**src/rtl/router_buffer_ctrl.sv**
```systemverilog
// Sequencer for the three per-port DataBuffers of a 1x3 router: accepts a word, presents it
// on the shared bus, pulses ie then oe on the selected buffer, and tracks unread words per port.
module router_buffer_ctrl #(
    parameter int unsigned DATA_W   = 32,
    parameter int unsigned DEST_LSB = 0,
    parameter int unsigned CNT_W    = 8
) (
    input  logic              clk,
    input  logic              rst,
    input  logic [DATA_W-1:0] in_data,
    input  logic              in_valid,
    output logic              in_ready,
    output logic [DATA_W-1:0] buf_data,
    output logic [2:0]        buf_ie,
    output logic [2:0]        buf_oe,
    output logic [2:0]        out_valid,
    input  logic [2:0]        out_read,
    output logic [CNT_W-1:0]  drop_count
);

    typedef enum logic [1:0] {
        StIdle,
        StLoad,
        StXfer
    } state_e;

    state_e     state_q;
    logic [1:0] dest_q;
    logic [1:0] dest;
    logic [2:0] dest_oh;
    logic [3:0] valid_ext;
    logic [2:0] set_mask;
    logic       accept;

    assign dest      = in_data[DEST_LSB +: 2];
    assign dest_oh   = 3'b001 << dest;
    assign valid_ext = {1'b0, out_valid};

    // dest==3 is always ready since dropped words never touch a buffer
    assign in_ready = !rst && (state_q == StIdle) && ((dest == 2'd3) || !valid_ext[dest]);
    assign accept   = in_valid && in_ready;

    assign set_mask = (state_q == StXfer) ? (3'b001 << dest_q) : 3'b000;

    always_ff @(posedge clk or posedge rst) begin
        if (rst) begin
            state_q    <= StIdle;
            dest_q     <= 2'd0;
            buf_data   <= '0;
            buf_ie     <= 3'b000;
            buf_oe     <= 3'b000;
            out_valid  <= 3'b000;
            drop_count <= '0;
        end else begin
            buf_ie    <= 3'b000;
            buf_oe    <= 3'b000;
            // A set from XFER wins over a concurrent read of the same port
            out_valid <= (out_valid & ~out_read) | set_mask;
            unique case (state_q)
                StIdle: begin
                    if (accept) begin
                        if (dest == 2'd3) begin
                            if (drop_count != {CNT_W{1'b1}}) begin
                                drop_count <= drop_count + 1'b1;
                            end
                        end else begin
                            buf_data <= in_data;
                            dest_q   <= dest;
                            buf_ie   <= dest_oh;
                            state_q  <= StLoad;
                        end
                    end
                end
                StLoad: begin
                    buf_oe  <= buf_ie;
                    state_q <= StXfer;
                end
                StXfer: begin
                    state_q <= StIdle;
                end
                default: begin
                    state_q <= StIdle;
                end
            endcase
        end
    end

endmodule
```
**config.mk**
```make
export PLATFORM = sky130hd
export DESIGN_NAME = router_buffer_ctrl
export DESIGN_NICKNAME = d
export VERILOG_FILES = /design/src/rtl/router_buffer_ctrl.sv
export SDC_FILE = /design/constraint.sdc
export NUM_CORES = 1
export LEC_CHECK = 0
export CORE_MARGIN = 5
export CORE_UTILIZATION = 30
export CTS_CLUSTER_SIZE = 12
export DETAILED_ROUTE_END_ITERATION = 10
export DONT_BUFFER_PORTS = 1
export GPL_ROUTABILITY_DRIVEN = 1
export HOLD_SLACK_MARGIN = 0.02
export SETUP_SLACK_MARGIN = 0.05
export SLEW_MARGIN = 20
export SYNTH_ARGS = -nofsm -noshare
export SYNTH_HDL_FRONTEND = slang
export SYNTH_SLANG_ARGS = --single-unit
```
**constraint.sdc**
```tcl
create_clock -name clk -period 2.15 [get_ports clk]
set_input_delay 0.43 -clock clk [delete_from_list [all_inputs] [get_ports clk]]
set_output_delay 0.43 -clock clk [all_outputs]
set_load 0.05 [all_outputs]
```
==> results of run 1 <==
-- synthesized netlist by cell type --
library cell / count
dfrtp_1: 51
mux2_2: 28
xor2_1: 7
nor2_1: 6
buf_6: 5
inv_1: 5
nand2_1: 5
and2_1: 4
nor3_1: 4
nor4_1: 4
mux2_1: 3
nand3_1: 3
nor4b_1: 2
o21ai_0: 2
o22a_1: 2
a211oi_4: 1
and4_1: 1
buf_2: 1
buf_4: 1
ha_1: 1
mux2i_1: 1
nand2b_1: 1
nand3_2: 1
nand3b_1: 1
nand4_1: 1
nor2b_1: 1
nor3b_1: 1
o211ai_1: 1
o21ai_2: 1
o32ai_1: 1
or2_2: 1
-- report_power, final --
group	total (mW)	leakage [nW]	switching [mW]	internal (mW)
sequential	1.90	0.637	0.753	1.15
clock	0.632	0.0513	0.291	0.341
combinational	0.507	0.343	0.289	0.218
-- registers in the layout (all words and copies together), names as in the netlist --
register,cells
buf_data,32
buf_ie,3
buf_oe,3
drop_count,8
out_valid,3
state_q,2
-- metrics by stage --
step | total power [mW] | std cells | hold slack [ns] | worst slack (ns)
floorplan | 2.30 | 147 | 0.450 | 0.0408
CTS | 3.09 | 242 | 0.191 | 0.250
global placement | 2.43 | 235 | 0.495 | 0.391
finish | 3.04 | 242 | 0.204 | 0.266
global route | 3.19 | 242 | 0.185 | 0.187
detailed placement | 2.44 | 235 | 0.478 | 0.368
-- critical path, delay by kind of cell (launching register included) --
family / cells / cell delay, ns
DFF: 1 / 0.41
buffers and inverters: 2 / 0.37
muxes: 1 / 0.18
AOI/OAI and AO/OA: 1 / 0.10
and+or+nand+nor: 1 / 0.10
-- per-layer routing --
metal  routed length (µm)  global-route usage, %  vias to the layer above
met1                 1780                   12.7                      587
met4                   57                   3.30                        0
met5                    0                      0                        -
met3                  395                   4.75                        5
li1                     -                      -                      538
met2                 1900                   14.6                       52
-- worst paths after layout --
kind | start | end | slack (ns) | cells past startpoint
max | out_valid[1]$_DFF_PP0_ | in_ready | 0.27 | 5
min | in_data[0] | buf_ie[2]$_DFF_PP0_ | 0.20 | 1
max reg2reg | out_valid[2]$_DFF_PP0_ | buf_data[12]$_DFFE_PP0P_ | 0.41 | 5
min reg2reg | state_q[1]$_DFFE_PP0P_ | state_q[1]$_DFFE_PP0P_ | 0.50 | 1
max in group asynchronous | rst | buf_data[31]$_DFFE_PP0P_ | 1.47 | 2
min in group asynchronous | rst | buf_data[14]$_DFFE_PP0P_ | 0.27 | 2
-- kinds of logic (layout without fill, tap and decap cells) --
kind of cell	count (synthesis)	count (layout)	synth area share, %
DFF	51	51	61.6
AOI/OAI and AO/OA	8	8	3.50
buffers and inverters	12	27	4.23
and+or+nand+nor	36	36	9.78
muxes	32	32	17.3
adders and majority gates	1	1	0.604
xor gates and xnor gates	7	7	2.96
-- layout make-up --
class / count / area, µm²
clock buffers: 6 / 72.6
multi-input cells: 84 / 716
fillers: 672 / 4410
clock inverters: 1 / 30.0
repair buffers: 15 / 125
well taps: 80 / 100
flip-flops and latches: 51 / 1280
inverters: 5 / 22.5
==> results.cfg, run 1 <==
[global_routing]
grtUsageTotal_pct = 9.91
grt_pass1_vias = 1279
antenna_found_initial = 0
grt_start_max_net_pins = 52
grt_pass1_wl_mm = 6.70
overflow = 0

[sta]
finalSetupTns_ns = 0
max-slew-margin-rel_pct = 57.3
rsz0062_at_grt = no
fin_crit_ns = 1.88
max_freq_ghz = 0.531
post-route-period-util_pct = 87.6
tightest_slew_ns = 0.640
setup_viol = 0
slew_viol_final = 0
clock_skew_ns = 0.00747
hold_viol = 0

[worst_hold_path]
hp-class = input port to flop

[clocking]
cts-buffers-inserted = 5
ctsResizeCount = 0
cts_tree = yes
postCtsSetupBuffers = 0
clock_sinks = 51
htreeDepth = 2
clk_latency_ns = 0.30
clk_pin_slew_ns = 0.08
cts_root_buf = clkbuf_8
clk_path_buf_depth = 2
cts_hold_buf = 0

[floorplanning]
die_h_um = 93.1
ios = 88
die_w_um = 93.1
core_um2 = 6760
initial_core_util_pct = 30.7
rows = 30
die-area_um2 = 8670

[route]
first_pass_iters = 3
totalWireLength_mm = 4.13
ant_nets = 0
route.vias.total = 1182
wl_per_cell_um = 17.1
vias_per_cell = 4.88
drcViolationCount = 0
drtIter0Drc = 34

[setup_path]
crit_chain = mux2i_1 > o21ai_2 > buf_4 > nor2_2 > buf_4
start_kind = flop
critPathMostFrequentCell = buf_4
crit_type = flop to output port
max_stage_delay_ns = 0.41
worst_ep_arrival_time_ns = 1.45
critPathSlowestCell = dfrtp_1
required_ns = 1.72
endpoint_kind = output port
crit_fanout = 11

[layout]
layout_commonest_cell = dfrtp_1
layout.nets = 201
area_delta_synth_final_pct = 13.0
diodes = 0
final_cell_mix = dfrtp_1, mux2_2, buf_4
post-route-util_pct = 34.7
fin_area_um2 = 2340
drive_gt1_share_pct = 34.6

[power]
ir_worst_vdd_v = 0.000546
p_per_area_nw_per_um2 = 1300
power.leakage_nw = 1.03

[outcome]
outcome = finished clean

[yosys]
yosysUniqueCellTypes = 31
syn_area_um2 = 2070
ys_warn_count = 0
ys_ff_latch = 51
syn_nets = 186
ys_seq_area_share_pct = 61.6
synth_area_leaders = dfrtp_1, mux2_2, xor2_1, buf_6, mux2_1
synth_cells = 147
synth.top_cell.area_share_pct = 61.6
synth_top_area_cell = dfrtp_1
avgSynthCellArea_um2 = 14.1

[placed_design]
port-buffer-count = 0
place_area_um2 = 2240
place.gp.congestion = 0.664
hpwl_mm = 2.98

[job]
maxCapViolations = 0
Note: power is estimated with default switching activity, not from simulation.
==> run 2, diff against run 1 <==
--- a/config.mk
+++ b/config.mk
@@ -5,13 +5,14 @@
 export SDC_FILE = /design/constraint.sdc
 export NUM_CORES = 1
 export LEC_CHECK = 0
+export CORE_ASPECT_RATIO = 0.8
 export CORE_MARGIN = 5
-export CORE_UTILIZATION = 30
-export CTS_CLUSTER_SIZE = 12
+export CORE_UTILIZATION = 55
 export DETAILED_ROUTE_END_ITERATION = 10
 export DONT_BUFFER_PORTS = 1
 export GPL_ROUTABILITY_DRIVEN = 1
 export HOLD_SLACK_MARGIN = 0.02
+export PLACE_DENSITY = 0.73
 export SETUP_SLACK_MARGIN = 0.05
 export SLEW_MARGIN = 20
 export SYNTH_ARGS = -nofsm -noshare
==> results.cfg, run 2 (synthesis gave the netlist of run 1 again) <==
[outcome]
outcome = finished clean

[job]
maxCapViolations = 0

[clocking]
ctsResizeCount = 0
cts_hold_buf = 0
clk_latency_ns = 0.29
htreeDepth = 2
cts_root_buf = clkbuf_8
clk_pin_slew_ns = 0.08
cts-buffers-inserted = 5
clock_sinks = 51
clk_path_buf_depth = 2
postCtsSetupBuffers = 0
cts_tree = yes

[route]
vias_per_cell = 5.56
ant_nets = 0
route.vias.total = 1157
drcViolationCount = 0
first_pass_iters = 4
drtIter0Drc = 29
wl_per_cell_um = 17.6
totalWireLength_mm = 3.67

[layout]
post-route-util_pct = 61.6
diodes = 0
drive_gt1_share_pct = 35.4
largest_register = buf_data
layout.nets = 202
fin_area_um2 = 2300
final_cell_mix = dfrtp_1, mux2_2, buf_4
layout_commonest_cell = dfrtp_1
largest_register_ffs = 32
reg.largest.list = buf_data x32, drop_count x8
area_delta_synth_final_pct = 10.9

[power]
power_mw = 2.95
p_per_area_nw_per_um2 = 1290
power.leakage_nw = 1.03
ir_worst_vdd_v = 0.000659

[global_routing]
met3_usage_pct = 6.25
grt_pass1_wl_mm = 6.09
grt_pass1_vias = 1295
grt_util_met2_pct = 24.6
grt_start_max_net_pins = 52
grt-busiest-layer = met2
overflow = 0
antenna_found_initial = 0
met1_usage_pct = 18.9
grtUsageTotal_pct = 15.2

[floorplanning]
ios = 88
initial_core_util_pct = 55.6
core_um2 = 3730
rows = 20
die_w_um = 78.6
die-area_um2 = 5100
die_h_um = 64.9

[sta]
slew_viol_final = 0
post-route-period-util_pct = 88.6
hold_viol = 0
setup_viol = 0
max_freq_ghz = 0.525
fin_crit_ns = 1.91
finalSetupTns_ns = 0
clock_skew_ns = 0.00326
rsz0062_at_grt = no
setup_slack_ns = 0.244
max-slew-margin-rel_pct = 60.4
tightest_slew_ns = 0.594

[placed_design]
post-place-ws_ns = 0.345
port-buffer-count = 0
place.gp.congestion = 0.756
hpwl_mm = 2.88
place_area_um2 = 2200

[setup_path]
reg2reg_depth = 5
critPathSlowestCell = dfrtp_1
start_kind = flop
max_stage_delay_ns = 0.39
worst_ep_arrival_time_ns = 1.48
crit_fanout = 11
crit_chain = mux2i_1 > o21ai_2 > buf_4 > nor2_2 > buf_12
required_ns = 1.72
crit_type = flop to output port
endpoint_kind = output port

[worst_hold_path]
hold_depth = 1
hp-class = input port to flop
run 2: cell types whose count changed in the layout (fill, tap and decap cells not counted), sizes merged:
cell | before | now
clkbuf | 6 | 7
buf | 15 | 16
bufinv | 1 | 0
clkinv | 0 | 1
run 2: where the power goes:
group	internal, mW	switching, mW	leakage, nW
sequential	1.15	0.751	0.637
combinational	0.222	0.284	0.349
clock	0.264	0.282	0.0484
total	1.64	1.32	1.03
run 2: critical path, delay by kind of cell, from the launching register on:
family	cells	cell delay [ns]
flip-flops	1	0.39
buffers and inverters	2	0.33
multiplexers	1	0.20
AND/OR/NAND/NOR	1	0.16
AO/OA/AOI/OAI	1	0.10
run 2: final cells by class:
class | count | area [µm²]
Fill cell | 309 | 1430
Sequential cell | 51 | 1280
Multi-Input combinational cell | 84 | 716
Timing Repair Buffer | 16 | 133
Clock buffer | 7 | 86.3
Tap cell | 44 | 55.1
Inverter | 5 | 22.5
Clock inverter | 1 | 8.76
run 2: path summary, 6_finish.rpt:
path,startpoint,slack (ns),to
max,out_valid[1]$_DFF_PP0_,0.24,in_ready
min reg2reg,state_q[1]$_DFFE_PP0P_,0.50,state_q[1]$_DFFE_PP0P_
max in group asynchronous,rst,1.53,buf_data[13]$_DFFE_PP0P_
min,in_data[0],0.20,buf_ie[2]$_DFF_PP0_
min in group asynchronous,rst,0.23,drop_count[3]$_DFFE_PP0P_
max reg2reg,out_valid[2]$_DFF_PP0_,0.42,buf_data[4]$_DFFE_PP0P_
run 2: metrics by stage:
step / hold WS [ns] / instances
2_1_floorplan: 0.450 / 147
3_3_place_gp: 0.479 / 200
3_5_place_dp: 0.474 / 200
4_1_cts: 0.194 / 208
5_1_grt: 0.190 / 208
6_report: 0.202 / 208
run 2: routing by layer:
| metal | share of wire, % | wire length (µm) | up-vias |
|---|---|---|---|
| met5 | 0 | 0 | - |
| met4 | 0.35 | 13 | 0 |
| met3 | 10 | 365 | 2 |
| met2 | 46 | 1700 | 60 |
| met1 | 43 | 1580 | 553 |
| li1 | - | - | 542 |
==> run 3, diff against run 2 <==
--- a/config.mk
+++ b/config.mk
@@ -5,6 +5,7 @@
 export SDC_FILE = /design/constraint.sdc
 export NUM_CORES = 1
 export LEC_CHECK = 0
+export ABC_CLOCK_PERIOD_IN_PS = 1900
 export CORE_ASPECT_RATIO = 0.8
 export CORE_MARGIN = 5
 export CORE_UTILIZATION = 55
@@ -12,9 +13,9 @@
 export DONT_BUFFER_PORTS = 1
 export GPL_ROUTABILITY_DRIVEN = 1
 export HOLD_SLACK_MARGIN = 0.02
-export PLACE_DENSITY = 0.73
+export PLACE_DENSITY = 0.7
 export SETUP_SLACK_MARGIN = 0.05
-export SLEW_MARGIN = 20
+export SLEW_MARGIN = 40
 export SYNTH_ARGS = -nofsm -noshare
 export SYNTH_HDL_FRONTEND = slang
 export SYNTH_SLANG_ARGS = --single-unit
==> constraint.sdc (replaced) <==
create_clock -name clk -period 1.9 [get_ports clk]
set_input_delay 0.38 -clock clk [delete_from_list [all_inputs] [get_ports clk]]
set_output_delay 0.38 -clock clk [all_outputs]
set_load 0.05 [all_outputs]
==> results.cfg, run 3 (synthesis gave the netlist of run 1 again) <==
[power]
power.switching_mw = 1.55
power.leakage_nw = 1.07
ir_worst_vdd_v = 0.000735
power_mw = 3.44
combinationalPowerShare_pct = 18.2
pwr-share-clk_pct = 18.8
switching_share_pct = 45.1
p_per_area_nw_per_um2 = 1420
seqPwrFrac_pct = 63.1
p_int_mw = 1.89

[sta]
slew_viol_final = 0
max_freq_ghz = 0.555
hold_slack_ns = 0.145
post-route-period-util_pct = 94.7
clock_skew_ns = 0.00983
fin_crit_ns = 1.80
tightest_slew_ns = 0.604
setup_viol = 0
hold_viol = 0
rsz0062_at_grt = no
setup_slack_ns = 0.0998
max-slew-margin-rel_pct = 59.7
finalSetupTns_ns = 0

[clocking]
cts_tree = yes
clk_pin_slew_ns = 0.08
clock_sinks = 51
clk_latency_ns = 0.30
clk_path_buf_depth = 2
cts_hold_buf = 0
htreeDepth = 2
cts_root_buf = clkbuf_8
cts-buffers-inserted = 5

[layout]
largest_register = buf_data
reg.largest.list = buf_data x32, drop_count x8
diodes = 0
register_area_um2 = 1280
area_delta_synth_final_pct = 17.1
final_cell_mix = dfrtp_1, mux2_2, buf_4
largest_register_ffs = 32
layout_commonest_cell = dfrtp_1
n_fill_cell = 298
stdcell_count = 215
multi_input_area_um2 = 793
layout.nets = 209
drive_gt1_share_pct = 44.4

[global_routing]
overflow = 0
grt_start_max_net_pins = 52
grt_pass1_vias = 1262
antenna_found_initial = 0
grt_pass1_wl_mm = 6.31
grtUsageTotal_pct = 16.2

[floorplanning]
rows = 20
die_h_um = 64.9
core_um2 = 3730
die_w_um = 78.6
die-area_um2 = 5100
ios = 88
initial_core_util_pct = 55.6

[route]
route.vias.total = 1224
ant_nets = 0
met1_length_mm = 1.64
wl_per_cell_um = 18.9
first_pass_iters = 3
drtIter0Drc = 21
dr_wl_met3_um = 389
totalWireLength_mm = 4.06
dr_wl_met2_mm = 2.00
top_layer = met4
drcViolationCount = 0
vias_per_cell = 5.69

[job]
maxCapViolations = 0

[worst_hold_path]
hp-class = input port to flop

[placed_design]
post-place-ws_ns = 0.128
place.gp.congestion = 0.728
port-buffer-count = 0
hpwl_mm = 3.11
placed_cells = 201

[setup_path]
start_kind = flop
endpoint_kind = output port
worst_ep_arrival_time_ns = 1.42
max_stage_delay_ns = 0.41
required_ns = 1.52
crit_type = flop to output port
critPathSlowestCell = dfrtp_1
crit_fanout = 4
crit_chain = mux2i_2 > o21ai_2 > buf_6 > nor2_4

[outcome]
outcome = finished clean
run 3: area by class of cell:
type                       instances  area share [%]
sequential                        51            52.8
timing repair buffer              23            7.43
clock inverter                     1           0.361
inverter                           5           0.928
clock buffer                       7            3.56
tap                               44            2.27
multi-input combinational         84            32.7
run 3: routing by layer:
| layer | vias up | track usage (%) |
|---|---|---|
| li1 | 564 | - |
| met1 | 602 | 19.7 |
| met2 | 53 | 26.3 |
| met3 | 5 | 7.22 |
| met4 | 0 | 4.59 |
| met5 | - | 0 |
run 3: repair_timing:
item / CTS / global route
gates resized for setup: 2 / 1
setup endpoints to repair: 1 / 19
pin swaps: 2 / 2
buffers inserted: 3 / 3
gates cloned: 0 / 0
run 3: path summary, 6_finish.rpt:
check / from / to / slack [ns] / cells past startpoint
setup / recovery: out_valid[1]$_DFF_PP0_ / in_ready / 0.1 / 4
hold / removal: in_data[1] / buf_ie[0]$_DFF_PP0_ / 0.15 / 1
setup reg to reg: out_valid[1]$_DFF_PP0_ / buf_data[4]$_DFFE_PP0P_ / 0.12 / 6
hold reg to reg: state_q[1]$_DFFE_PP0P_ / state_q[1]$_DFFE_PP0P_ / 0.50 / 1
max in group asynchronous: rst / drop_count[0]$_DFFE_PP0P_ / 1.27 / 2
min in group asynchronous: rst / buf_oe[0]$_DFF_PP0_ / 0.20 / 2
run 3: worst max-delay path, delay by kind of cell (launching register included):
family | cells | cell delay, ns
and+or+nand+nor | 1 | 0.30
DFF | 1 | 0.41
AOI/OAI and AO/OA | 1 | 0.09
buffers and inverters | 1 | 0.13
muxes | 1 | 0.20
run 3: stage by stage:
step | instance area, µm² | util [%]
6_report | 2430 | 65.1
5_1_grt | 2430 | 65.1
2_1_floorplan | 2170 | -
3_3_place_gp | 2270 | 61.0
4_1_cts | 2400 | 64.4
3_5_place_dp | 2270 | 61.0
run 3: power groups by stage:
stage          combinational [mW]  clock [mW]  sequential (mW)
6_report                    0.625       0.647             2.17
5_1_grt                     0.682       0.719             2.20
4_1_cts                     0.622       0.654             2.18
3_5_place_dp                0.607           0             2.20
3_3_place_gp                0.577           0             2.19
2_1_floorplan               0.344           0             2.29
